==> config.mk <==
export PLATFORM = sky130hd
export DESIGN_NAME = axil_slave_regfile
export DESIGN_NICKNAME = d
export VERILOG_FILES = /design/src/rtl/axi_helper_pkg.sv /design/src/rtl/axil_addr_decode.sv /design/src/rtl/axil_slave_regfile.sv
export SDC_FILE = /design/constraint.sdc
export NUM_CORES = 2
export LEC_CHECK = 0
export ABC_AREA = 0
export BUFFER_PORTS_ARGS = -buffer_cell sky130_fd_sc_hd__buf_2
export CORE_AREA = 2 2 285 287
export DETAILED_ROUTE_END_ITERATION = 6
export DIE_AREA = 0 0 287 289
export HOLD_SLACK_MARGIN = 0.03
export PLACE_DENSITY = 0.68
export SYNTH_ARGS = -nofsm -noshare
export SYNTH_HDL_FRONTEND = slang
export SYNTH_SLANG_ARGS = --single-unit
==> constraint.sdc <==
create_clock -name ACLK -period 42 [get_ports ACLK]
set_clock_uncertainty 0.2 [all_clocks]
set_input_delay 4.2 -clock ACLK [delete_from_list [all_inputs] [get_ports ACLK]]
set_output_delay 4.2 -clock ACLK [all_outputs]
set_load 0.02 [all_outputs]
==> src/rtl/axi_helper_pkg.sv <==
// ---------------------------------------------------------------------------
// axi_helper : shared AXI-Lite beat types, response codes and FSM encodings
// Revision   : 1.0
// ---------------------------------------------------------------------------
`timescale 1ns/1ps
`default_nettype none

package axi_helper;

  localparam int ADDR_LEN   = 32;
  localparam int DATA_LEN   = 64;
  localparam int WSTRB_LEN  = DATA_LEN / 8;
  localparam int BYTE_OFF_W = $clog2(WSTRB_LEN);

  typedef enum logic [1:0] {
    OKAY   = 2'b00,
    EXOKAY = 2'b01,
    SLVERR = 2'b10,
    DECERR = 2'b11
  } resp_t;

  typedef struct packed {
    logic [DATA_LEN-1:0]  data;
    logic [WSTRB_LEN-1:0] strb;
  } WxDATA_t;

  typedef struct packed {
    logic [DATA_LEN-1:0] data;
    resp_t               resp;
  } RxDATA_t;

  localparam int WxDATA_W = $bits(WxDATA_t);
  localparam int RxDATA_W = $bits(RxDATA_t);

  typedef enum logic [1:0] {
    W_IDLE   = 2'd0,
    W_HAVE_A = 2'd1,
    W_HAVE_D = 2'd2,
    W_RESP   = 2'd3
  } wr_state_t;

  typedef enum logic {
    R_IDLE = 1'b0,
    R_DATA = 1'b1
  } rd_state_t;

  function automatic logic [DATA_LEN-1:0] strb_merge(
    input logic [DATA_LEN-1:0] old,
    input WxDATA_t             beat
  );
    logic [DATA_LEN-1:0] merged;
    merged = old;
    for (int b = 0; b < WSTRB_LEN; b++) begin
      if (beat.strb[b]) merged[b*8 +: 8] = beat.data[b*8 +: 8];
    end
    return merged;
  endfunction

endpackage

`default_nettype wire

==> src/rtl/axil_addr_decode.sv <==
// ---------------------------------------------------------------------------
// axil_addr_decode : byte address -> register index and AXI response
// Optional macro   : AXIL_ERR_CNT_EN (index NUM_REGS maps to the error counter)
// Revision         : 1.0
// ---------------------------------------------------------------------------
`timescale 1ns/1ps
`default_nettype none

module axil_addr_decode
  import axi_helper::*;
#(
  parameter int                  NUM_REGS  = 8,
  parameter logic [ADDR_LEN-1:0] BASE_ADDR = 32'h0000_0000,
  parameter int                  IDX_W     = 3
) (
  input  logic [ADDR_LEN-1:0] addr,
  output logic [IDX_W-1:0]    idx,
  output logic                cnt_hit,
  output resp_t               resp
);

  localparam int FULL_W = ADDR_LEN - BYTE_OFF_W;
  localparam logic [FULL_W-1:0] C_NUM = FULL_W'(NUM_REGS);

  logic [ADDR_LEN:0]   off_ext;
  logic                below_base;
  logic [FULL_W-1:0]   full_idx;
  logic                misaligned;

  always_comb begin
    // The extra MSB of the subtraction is the borrow, i.e. addr < BASE_ADDR.
    off_ext    = {1'b0, addr} - {1'b0, BASE_ADDR};
    below_base = off_ext[ADDR_LEN];
    full_idx   = off_ext[ADDR_LEN-1:BYTE_OFF_W];
    misaligned = (off_ext[BYTE_OFF_W-1:0] != '0);
    idx        = full_idx[IDX_W-1:0];
    cnt_hit    = 1'b0;
    resp       = OKAY;
    if (below_base) begin
      resp = DECERR;
`ifdef AXIL_ERR_CNT_EN
    end else if (full_idx == C_NUM) begin
      cnt_hit = 1'b1;
      resp    = misaligned ? SLVERR : OKAY;
    end else if (full_idx > C_NUM) begin
      resp = DECERR;
`else
    end else if (full_idx >= C_NUM) begin
      resp = DECERR;
`endif
    end else if (misaligned) begin
      resp = SLVERR;
    end
  end

endmodule

`default_nettype wire

==> src/rtl/axil_slave_regfile.sv <==
// ---------------------------------------------------------------------------
// axil_slave_regfile : AXI-Lite slave terminating AW/W/B and AR/R into a bank
//                      of NUM_REGS byte-writable registers.
// Optional macro     : AXIL_ERR_CNT_EN (saturating SLVERR/DECERR counter)
// Revision           : 1.0
// ---------------------------------------------------------------------------
`timescale 1ns/1ps
`default_nettype none

module axil_slave_regfile
  import axi_helper::*;
#(
  parameter int                  NUM_REGS  = 8,
  parameter logic [ADDR_LEN-1:0] BASE_ADDR = 32'h0000_0000
) (
  input  logic                         ACLK,
  input  logic                         ARESET,
  input  logic [ADDR_LEN-1:0]          AWADDR,
  input  logic                         AWVALID,
  output logic                         AWREADY,
  input  logic [WxDATA_W-1:0]          WDATA,
  input  logic                         WVALID,
  output logic                         WREADY,
  output logic [1:0]                   BRESP,
  output logic                         BVALID,
  input  logic                         BREADY,
  input  logic [ADDR_LEN-1:0]          ARADDR,
  input  logic                         ARVALID,
  output logic                         ARREADY,
  output logic [RxDATA_W-1:0]          RDATA,
  output logic                         RVALID,
  input  logic                         RREADY,
  output logic [NUM_REGS*DATA_LEN-1:0] reg_q,
  output logic [NUM_REGS-1:0]          reg_wr
);

  localparam int IDX_W = (NUM_REGS > 1) ? $clog2(NUM_REGS) : 1;

  // ---------------- write path ----------------
  wr_state_t           wr_state_q, wr_state_d;
  logic [ADDR_LEN-1:0] awaddr_q, awaddr_d;
  WxDATA_t             wbeat_q, wbeat_d;
  logic                awready_q, awready_d;
  logic                wready_q, wready_d;
  logic                bvalid_q, bvalid_d;
  resp_t               bresp_q, bresp_d;
  logic [NUM_REGS-1:0] reg_wr_q, reg_wr_d;
  logic [DATA_LEN-1:0] regs_q [NUM_REGS];
  logic [DATA_LEN-1:0] regs_d [NUM_REGS];

  logic                aw_hs, w_hs, commit;
  logic [ADDR_LEN-1:0] wr_addr;
  WxDATA_t             wr_beat;
  logic [IDX_W-1:0]    wr_idx;
  logic                wr_cnt_hit;
  resp_t               wr_dec_resp, wr_resp;

  axil_addr_decode #(
    .NUM_REGS  (NUM_REGS),
    .BASE_ADDR (BASE_ADDR),
    .IDX_W     (IDX_W)
  ) u_wr_decode (
    .addr    (wr_addr),
    .idx     (wr_idx),
    .cnt_hit (wr_cnt_hit),
    .resp    (wr_dec_resp)
  );

  always_comb begin
    aw_hs   = AWVALID & awready_q;
    w_hs    = WVALID & wready_q;
    // Whichever half arrived first was latched; the other comes straight from the port.
    wr_addr = (wr_state_q == W_HAVE_A) ? awaddr_q : AWADDR;
    wr_beat = (wr_state_q == W_HAVE_D) ? wbeat_q : WxDATA_t'(WDATA);
    wr_resp = wr_cnt_hit ? SLVERR : wr_dec_resp;
    commit  = ((wr_state_q == W_IDLE)   & aw_hs & w_hs) |
              ((wr_state_q == W_HAVE_A) & w_hs) |
              ((wr_state_q == W_HAVE_D) & aw_hs);

    wr_state_d = wr_state_q;
    case (wr_state_q)
      W_IDLE: begin
        if (aw_hs && w_hs)  wr_state_d = W_RESP;
        else if (aw_hs)     wr_state_d = W_HAVE_A;
        else if (w_hs)      wr_state_d = W_HAVE_D;
      end
      W_HAVE_A: if (w_hs)   wr_state_d = W_RESP;
      W_HAVE_D: if (aw_hs)  wr_state_d = W_RESP;
      W_RESP:   if (BREADY) wr_state_d = W_IDLE;
      default:              wr_state_d = W_IDLE;
    endcase

    awaddr_d  = aw_hs ? AWADDR : awaddr_q;
    wbeat_d   = w_hs ? WxDATA_t'(WDATA) : wbeat_q;
    awready_d = (wr_state_d == W_IDLE) || (wr_state_d == W_HAVE_D);
    wready_d  = (wr_state_d == W_IDLE) || (wr_state_d == W_HAVE_A);
    bvalid_d  = (wr_state_d == W_RESP);
    bresp_d   = commit ? wr_resp : bresp_q;

    reg_wr_d = '0;
    regs_d   = regs_q;
    if (commit && (wr_resp == OKAY)) begin
      reg_wr_d[wr_idx] = 1'b1;
      regs_d[wr_idx]   = strb_merge(regs_q[wr_idx], wr_beat);
    end
  end

  always_ff @(posedge ACLK or posedge ARESET) begin
    if (ARESET) begin
      wr_state_q <= W_IDLE;
      awaddr_q   <= '0;
      wbeat_q    <= '0;
      awready_q  <= 1'b1;
      wready_q   <= 1'b1;
      bvalid_q   <= 1'b0;
      bresp_q    <= OKAY;
      reg_wr_q   <= '0;
      for (int i = 0; i < NUM_REGS; i++) regs_q[i] <= '0;
    end else begin
      wr_state_q <= wr_state_d;
      awaddr_q   <= awaddr_d;
      wbeat_q    <= wbeat_d;
      awready_q  <= awready_d;
      wready_q   <= wready_d;
      bvalid_q   <= bvalid_d;
      bresp_q    <= bresp_d;
      reg_wr_q   <= reg_wr_d;
      regs_q     <= regs_d;
    end
  end

  // ---------------- read path ----------------
  rd_state_t           rd_state_q, rd_state_d;
  logic                arready_q, arready_d;
  logic                rvalid_q, rvalid_d;
  RxDATA_t             rdata_q, rdata_d;
  logic                ar_hs;
  logic [IDX_W-1:0]    rd_idx;
  logic                rd_cnt_hit;
  resp_t               rd_resp;
  logic [DATA_LEN-1:0] rd_word;
  logic [DATA_LEN-1:0] cnt_ext;

  axil_addr_decode #(
    .NUM_REGS  (NUM_REGS),
    .BASE_ADDR (BASE_ADDR),
    .IDX_W     (IDX_W)
  ) u_rd_decode (
    .addr    (ARADDR),
    .idx     (rd_idx),
    .cnt_hit (rd_cnt_hit),
    .resp    (rd_resp)
  );

  always_comb begin
    ar_hs   = ARVALID & arready_q;
    rd_word = rd_cnt_hit ? cnt_ext : regs_q[rd_idx];

    rd_state_d = rd_state_q;
    case (rd_state_q)
      R_IDLE:  if (ar_hs)  rd_state_d = R_DATA;
      R_DATA:  if (RREADY) rd_state_d = R_IDLE;
      default:             rd_state_d = R_IDLE;
    endcase

    // Sampling regs_q (not regs_d) gives the pre-write value on a same-cycle collision.
    rdata_d = rdata_q;
    if (ar_hs) begin
      rdata_d.data = (rd_resp == OKAY) ? rd_word : '0;
      rdata_d.resp = rd_resp;
    end
    arready_d = (rd_state_d == R_IDLE);
    rvalid_d  = (rd_state_d == R_DATA);
  end

  always_ff @(posedge ACLK or posedge ARESET) begin
    if (ARESET) begin
      rd_state_q <= R_IDLE;
      arready_q  <= 1'b1;
      rvalid_q   <= 1'b0;
      rdata_q    <= '0;
    end else begin
      rd_state_q <= rd_state_d;
      arready_q  <= arready_d;
      rvalid_q   <= rvalid_d;
      rdata_q    <= rdata_d;
    end
  end

  // ---------------- error counter ----------------
`ifdef AXIL_ERR_CNT_EN
  logic [31:0] err_cnt_q, err_cnt_d;
  logic [1:0]  err_inc;
  logic [32:0] err_sum;

  always_comb begin
    err_inc   = {1'b0, commit && (wr_resp != OKAY)} + {1'b0, ar_hs && (rd_resp != OKAY)};
    err_sum   = {1'b0, err_cnt_q} + {31'b0, err_inc};
    err_cnt_d = err_sum[32] ? 32'hFFFF_FFFF : err_sum[31:0];
    cnt_ext   = {{(DATA_LEN-32){1'b0}}, err_cnt_q};
  end

  always_ff @(posedge ACLK or posedge ARESET) begin
    if (ARESET) err_cnt_q <= '0;
    else        err_cnt_q <= err_cnt_d;
  end
`else
  assign cnt_ext = '0;
`endif

  // ---------------- outputs ----------------
  generate
    for (genvar i = 0; i < NUM_REGS; i++) begin : g_flat
      assign reg_q[i*DATA_LEN +: DATA_LEN] = regs_q[i];
    end
  endgenerate

  assign AWREADY = awready_q;
  assign WREADY  = wready_q;
  assign BVALID  = bvalid_q;
  assign BRESP   = bresp_q;
  assign reg_wr  = reg_wr_q;
  assign ARREADY = arready_q;
  assign RVALID  = rvalid_q;
  assign RDATA   = rdata_q;

endmodule

`default_nettype wire

# Word level (Yosys, flattened, before mapping)
# Cells that the tools add are included.
[classes]
eq_ne = 6
n_bitwise = 13
reduce_logical = 12
n_mux = 45
order_cmp = 7
[op_table]
columns = ["operator", "n"]
rows = [
  ["bitwise mux 512 bit", 1],
  ["binary-select mux 64 bit (select 3 bit)", 2],
  ["two-way mux 64 bit", 6],
  ["demux 64 bit (select 3 bit)", 1],
  ["two-way mux 8 bit", 17],
  ["two-way mux 72 bit", 1],
  ["greater-or-equal comparator 29 x 4 -> 1 bit (second input constant)", 2],
  ["two-way mux 32 bit", 1],
  ["two-way mux 2 bit", 10],
  ["equality test 2 bit (second input constant)", 4],
  ["greater-or-equal comparator 4 bit (second input constant)", 2],
  ["logical NOT 2 bit", 4],
  ["inverter 3 -> 4 bit", 2],
  ["one-hot mux 2 bit (4 select lines)", 1],
  ["AND 1 bit", 7],
  ["nonzero test 3 bit", 2],
  ["equality test 2 x 1 -> 1 bit (second input constant)", 2],
  ["logical AND 1 bit", 4],
  ["less-than comparator 3 x 4 -> 1 bit (second input constant)", 1],
  ["less-than comparator 4 x 1 -> 1 bit (second input constant)", 1],
  ["demux 1 bit (select 3 bit)", 1],
  ["greater-or-equal comparator 3 x 1 -> 1 bit (second input constant)", 1],
  ["two-way mux 1 bit", 3],
  ["logical OR 1 bit", 2],
  ["3 further kinds", 5],
]
[word_totals]
ff_bits = 699
inputBits = 143

# Depth between registers and ports, before layout
[depth]
depth_word = 9
mapped_depth = 11
ltp_nobuf = 6

# By module
# A second synthesis with hierarchy kept.
[unflattened]
cells_unflattened = 3435
hier_area_um2 = 37139.4
[modules_own_cells]
columns = ["mod", "cells_each", "area_per_inst_um2", "seq_area_each_um2", "instances"]
rows = [
  ["axil_slave_regfile", 3401, 36924.2, 17495.5, 1],
  ["axil_addr_decode", 17, 107.6, 0.0, 2],
]

# Worst setup path before layout
# OpenSTA, ideal clock, no wires.
[synth_path]
kind = "input -> register"
startpoint = "in AWADDR[0]"
endpoint = "reg regs_q, in the netlist reg_q[450]"
path_slack_ps = 35654
n_path_buf = 2
required_time_ps = 41680
t_arrival_ps = 6026
path_stages = 8
path_cell_list = "or4_1 -> nor3_2 -> a2bb2oi_2 -> nand2_2 -> buf_2 -> clkbuf_1 -> o21a_1 -> a31o_2"
[synth_between]
elab_chain_cells = 6
[synth_lines]
columns = ["element", "line", "source"]
rows = [
  ["from (decl)", "axil_slave_regfile.sv:18", "input logic [ADDR_LEN-1:0] AWADDR,"],
  ["two-way mux 32 bit", "axil_slave_regfile.sv:73", "wr_addr = (wr_state_q == W_HAVE_A) ? awaddr_q : AWADDR;"],
  ["nonzero test 3 bit", "axil_addr_decode.sv:35", "misaligned = (off_ext[BYTE_OFF_W-1:0] != '0);"],
  ["two-way mux 2 bit", "axil_addr_decode.sv:51", "end else if (misaligned) begin"],
  ["two-way mux 2 bit", "axil_addr_decode.sv:48", "end else if (full_idx >= C_NUM) begin"],
  ["logical NOT 2 bit", "axil_slave_regfile.sv:102", "if (commit && (wr_resp == OKAY)) begin"],
  ["logical AND 1 bit", "axil_slave_regfile.sv:102", ""],
  ["to (signal assigned)", "axil_slave_regfile.sv:128", "regs_q <= regs_d;"],
  ["to (decl)", "axil_slave_regfile.sv:48", "logic [DATA_LEN-1:0] regs_q [NUM_REGS];"],
]
# No other way between the ends.
# A chain may end at the register's enable or synchronous reset.

==> qor_table.md <==
| Quantity | Value |
| --- | --- |
| Status | finished clean |
| Synthesized instance count | 3245 |
| Die Y-Extent | 289 um |
| Max-cap viol count | 0 |
| Level count of the clock H-tree | 3 |
| Synth Area per Inst | 10.88 um2 |
| Number of buffers inserted by post-CTS setup repair | 0 |
| Post-CTS Hold Fix Bufs | 0 |
| Clk_lat worst skew | 640 ps |
| Headroom to the max-slew limit | 16.29% |
| Floorplan core area | 79900 um2 |
| DRC violation count after routing | 0 |
| Total number of nets in the final design | 3976 |
| First-iteration detailed-routing DRC count | 2705 |
| Die area | 82940 um2 |
| RePlAce Congestion | 0.9051 |
| Count of pins on the block boundary | 736 |
| Summed instance area of the synthesized netlist | 35300 um2 |
| Most common library cell in the layout ignoring fill and taps | sky130_fd_sc_hd__buf_2 |
| Horizontal die dimension | 287 um |
| Worst VDD drop | 0.00004055 V |
| Async S/R FF share, synth | 100.0% |
| DRT Pass-1 Iters | 6 |
| Max Slew Vio Count | 0 |
| Library cells used by synthesis | 62 |
| Critical path data arrival time | 7630 ps |
| Number of global-route vias before repair | 30280 |
| Share of the clock period used by the worst path after layout | 17.17% |
| Number of antenna violations at the first check in global routing | 20 |
| Final Critical Period | 7212 ps |
| Overflow left after global routing | 0 |
| Crit path largest cell delay | 850 ps |
| Post-layout instance count excluding filler cells | 4960 |
| Number of buffers inserted by port buffering | 735 |
| Setup repair after global routing missed its margin | no |
| Area grow syn2layout | 19.84% |
| Layout filler cell count | 7118 |
| Slew of the pin with the lowest slew margin | 1221 ps |
| Count of nets left with antenna violations after detail routing | 0 |
| Slowest stage cell, crit path | sky130_fd_sc_hd__buf_4 |
| Half-perimeter wire length after detailed placement | 89030 um |
| Prevailing post-synth register cell | sky130_fd_sc_hd__dfrtp_1 |
| Most frequent cells in the layout | sky130_fd_sc_hd__buf_2, sky130_fd_sc_hd__dfrtp_1, sky130_fd_sc_hd__nand2_1 |
| Number of core rows | 104 |
| Root Driver | sky130_fd_sc_hd__clkbuf_16 |
| Via Count | 31150 |
| Cell-by-cell listing of the critical path | buf_2, inv_8, buf_12, buf_4, buf_4 |
| Maximum clock frequency | 138.7 MHz |
| R2r worst-path depth | 8 |
| Type of the most critical hold path | register to register |
| Total power | 2.101 mW |
| # placed instances | 4814 |
| Total Wirelength | 141300 um |
| Clock transition at the register clock pins on the worst setup and hold paths after CTS | 60 ps |
| Required time reported for the critical path endpoint | 42420 ps |
| TritonCTS clock tree | yes |
| Number of nets produced by synthesis | 3388 |
| Core Util, Final | 52.95% |
| Endpoints failing setup | 0 |
| Maximum net fanout on the critical path | 161 |
| Type of the worst setup path | input pin to async pin |
| Dominant cell type by count on the critical path | sky130_fd_sc_hd__buf_4 |
| Worst hold path cell count | 2 |
| Average routed wire per standard cell | 28.49 um |
| P_leak | 20.84 nW |
| Number of buffers created by CTS | 77 |
| Power density over the cells | 49.67 nW/um2 |
| Yosys synthesis warning count | 0 |
| Type of element capturing the critical path | async pin |
| Maximum number of pins on one net before global-route repair | 162 |
| Post_cts resized | 0 |
| Post-synth EDFFs | 0 |
| Startpoint of the worst setup timing path | ARESET |
| Share of post-route cells with drive strength above 1 | 36.26% |
| Final total negative setup slack | 0 ps |
| Launch point of the worst hold path | RDATA[55] |
| Critical Path Start Type | input pin |
| Yosys reg bits | 699 |
| Initial standard-cell utilization of the core | 44.19% |
| CTS sink cnt | 699 |
| Sequential area share after synthesis | 49.56% |
| Number of endpoints with negative hold slack in the final report | 0 |
| Buffers from clock root to sink, at most | 3 |
| Global router's overall resource usage | 33.13% |
| Vias per inst | 6.280 |
| Critical register-to-register path startpoint | wr_state_q[1] |
| Wire length of the first global-routing pass | 205200 um |
-- where the power goes --
part / leakage (nW) / switching, mW / internal [mW] / total (mW)
clock network: 1.28 / 0.300 / 0.403 / 0.704
registers: 9.32 / 0.0335 / 0.729 / 0.763
logic: 10.2 / 0.455 / 0.181 / 0.635
total: 20.8 / 0.788 / 1.31 / 2.10
-- stage by stage --
step	area (um2)	worst slack (ps)	hold slack [ps]
6_report	42310	34790	275.4
5_1_grt	42310	34270	300.7
4_1_cts	42290	34690	279.8
3_5_place_dp	39710	34010	265.6
3_3_place_gp	39710	34060	256.5
2_1_floorplan	35300	18000	270.6
-- logic make-up after synthesis --
family                 after synthesis  synth area share (%)
muxes                              474                 18.41
AOI/OAI and AO/OA                  819                 15.82
buffers and inverters              320                 3.828
and+or+nand+nor                    933                 12.39
DFF                                699                 49.56
-- path summary, 6_finish.rpt --
| check | end | slack, ps |
|---|---|---|
| worst min-delay path | RDATA[55] | 280 |
| worst max register to register | reg_q[258] | 37700 |
| worst min register to register | RDATA[55] | 280 |
| max in group ACLK | reg_q[258] | 34920 |
| worst max-delay path | wbeat_q[30] | 34790 |
| min in group asynchronous | RDATA[61] | 3520 |
-- registers in the layout, summed over array words and instances (netlist names) --
signal / count
RDATA: 66
RVALID: 1
wr_state_q: 2
WREADY: 1
BVALID: 1
BRESP: 2
wbeat_q: 72
ARREADY: 1
AWREADY: 1
reg_wr: 8
reg_q: 512
awaddr_q: 32
-- critical path, delay by kind of cell --
family	cells	cell delay (ps)
buffers and inverters	5	3050
-- cell usage after synthesis (5+ instances only) --
| master | n | area share, % |
|---|---|---|
| sky130_fd_sc_hd__or3_1 | 23 | 0.41 |
| sky130_fd_sc_hd__o21ai_1 | 66 | 0.94 |
| sky130_fd_sc_hd__nor3_1 | 10 | 0.14 |
| sky130_fd_sc_hd__o2111ai_1 | 8 | 0.20 |
| sky130_fd_sc_hd__buf_1 | 33 | 0.35 |
| sky130_fd_sc_hd__a221oi_1 | 80 | 2.0 |
| sky130_fd_sc_hd__mux2i_1 | 226 | 6.4 |
| sky130_fd_sc_hd__and2_1 | 134 | 2.4 |
| sky130_fd_sc_hd__dfrtp_1 | 696 | 49 |
| sky130_fd_sc_hd__mux4_2 | 128 | 8.2 |
| sky130_fd_sc_hd__buf_2 | 78 | 1.1 |
| sky130_fd_sc_hd__inv_1 | 40 | 0.43 |
| sky130_fd_sc_hd__nor4_1 | 17 | 0.30 |
| sky130_fd_sc_hd__nand4b_1 | 5 | 0.12 |
| sky130_fd_sc_hd__a22oi_1 | 6 | 0.13 |
| sky130_fd_sc_hd__a22o_1 | 7 | 0.17 |
| sky130_fd_sc_hd__a31o_2 | 217 | 5.4 |
| sky130_fd_sc_hd__clkbuf_1 | 159 | 1.7 |
| sky130_fd_sc_hd__nand2_1 | 550 | 5.8 |
| sky130_fd_sc_hd__mux2_2 | 119 | 3.8 |
| sky130_fd_sc_hd__buf_6 | 6 | 0.19 |
| sky130_fd_sc_hd__o21a_1 | 27 | 0.57 |
| sky130_fd_sc_hd__nor2b_1 | 59 | 1.0 |
| sky130_fd_sc_hd__o21ai_0 | 283 | 4.0 |
| sky130_fd_sc_hd__nor2_1 | 17 | 0.18 |
| sky130_fd_sc_hd__o22ai_1 | 40 | 0.71 |
| sky130_fd_sc_hd__nand4_1 | 11 | 0.19 |
| sky130_fd_sc_hd__nand3_1 | 83 | 1.2 |
| sky130_fd_sc_hd__a21oi_1 | 42 | 0.60 |
| sky130_fd_sc_hd__o221ai_1 | 27 | 0.67 |
-- final cells by class --
| class | instances | area (um2) | area share, % |
|---|---|---|---|
| sequential | 699 | 17500 | 41.35 |
| multi-input combinational | 2226 | 16610 | 39.25 |
| timing repair buffer | 787 | 4114 | 9.724 |
| clock buffer | 107 | 2222 | 5.252 |
| tap | 1060 | 1326 | 3.135 |
| clock inverter | 30 | 356.6 | 0.8428 |
| inverter | 42 | 165.2 | 0.3904 |
| antenna | 9 | 22.52 | 0.05323 |
-- metal layers --
| metal | wire (um) | global-route usage [%] |
|---|---|---|
| met4 | 4883 | 12.51 |
| met5 | 140 | 0 |
| met2 | 68330 | 54.52 |
| met1 | 53470 | 41.88 |
| met3 | 14520 | 8.969 |
Power figures use the tool's default switching activity.
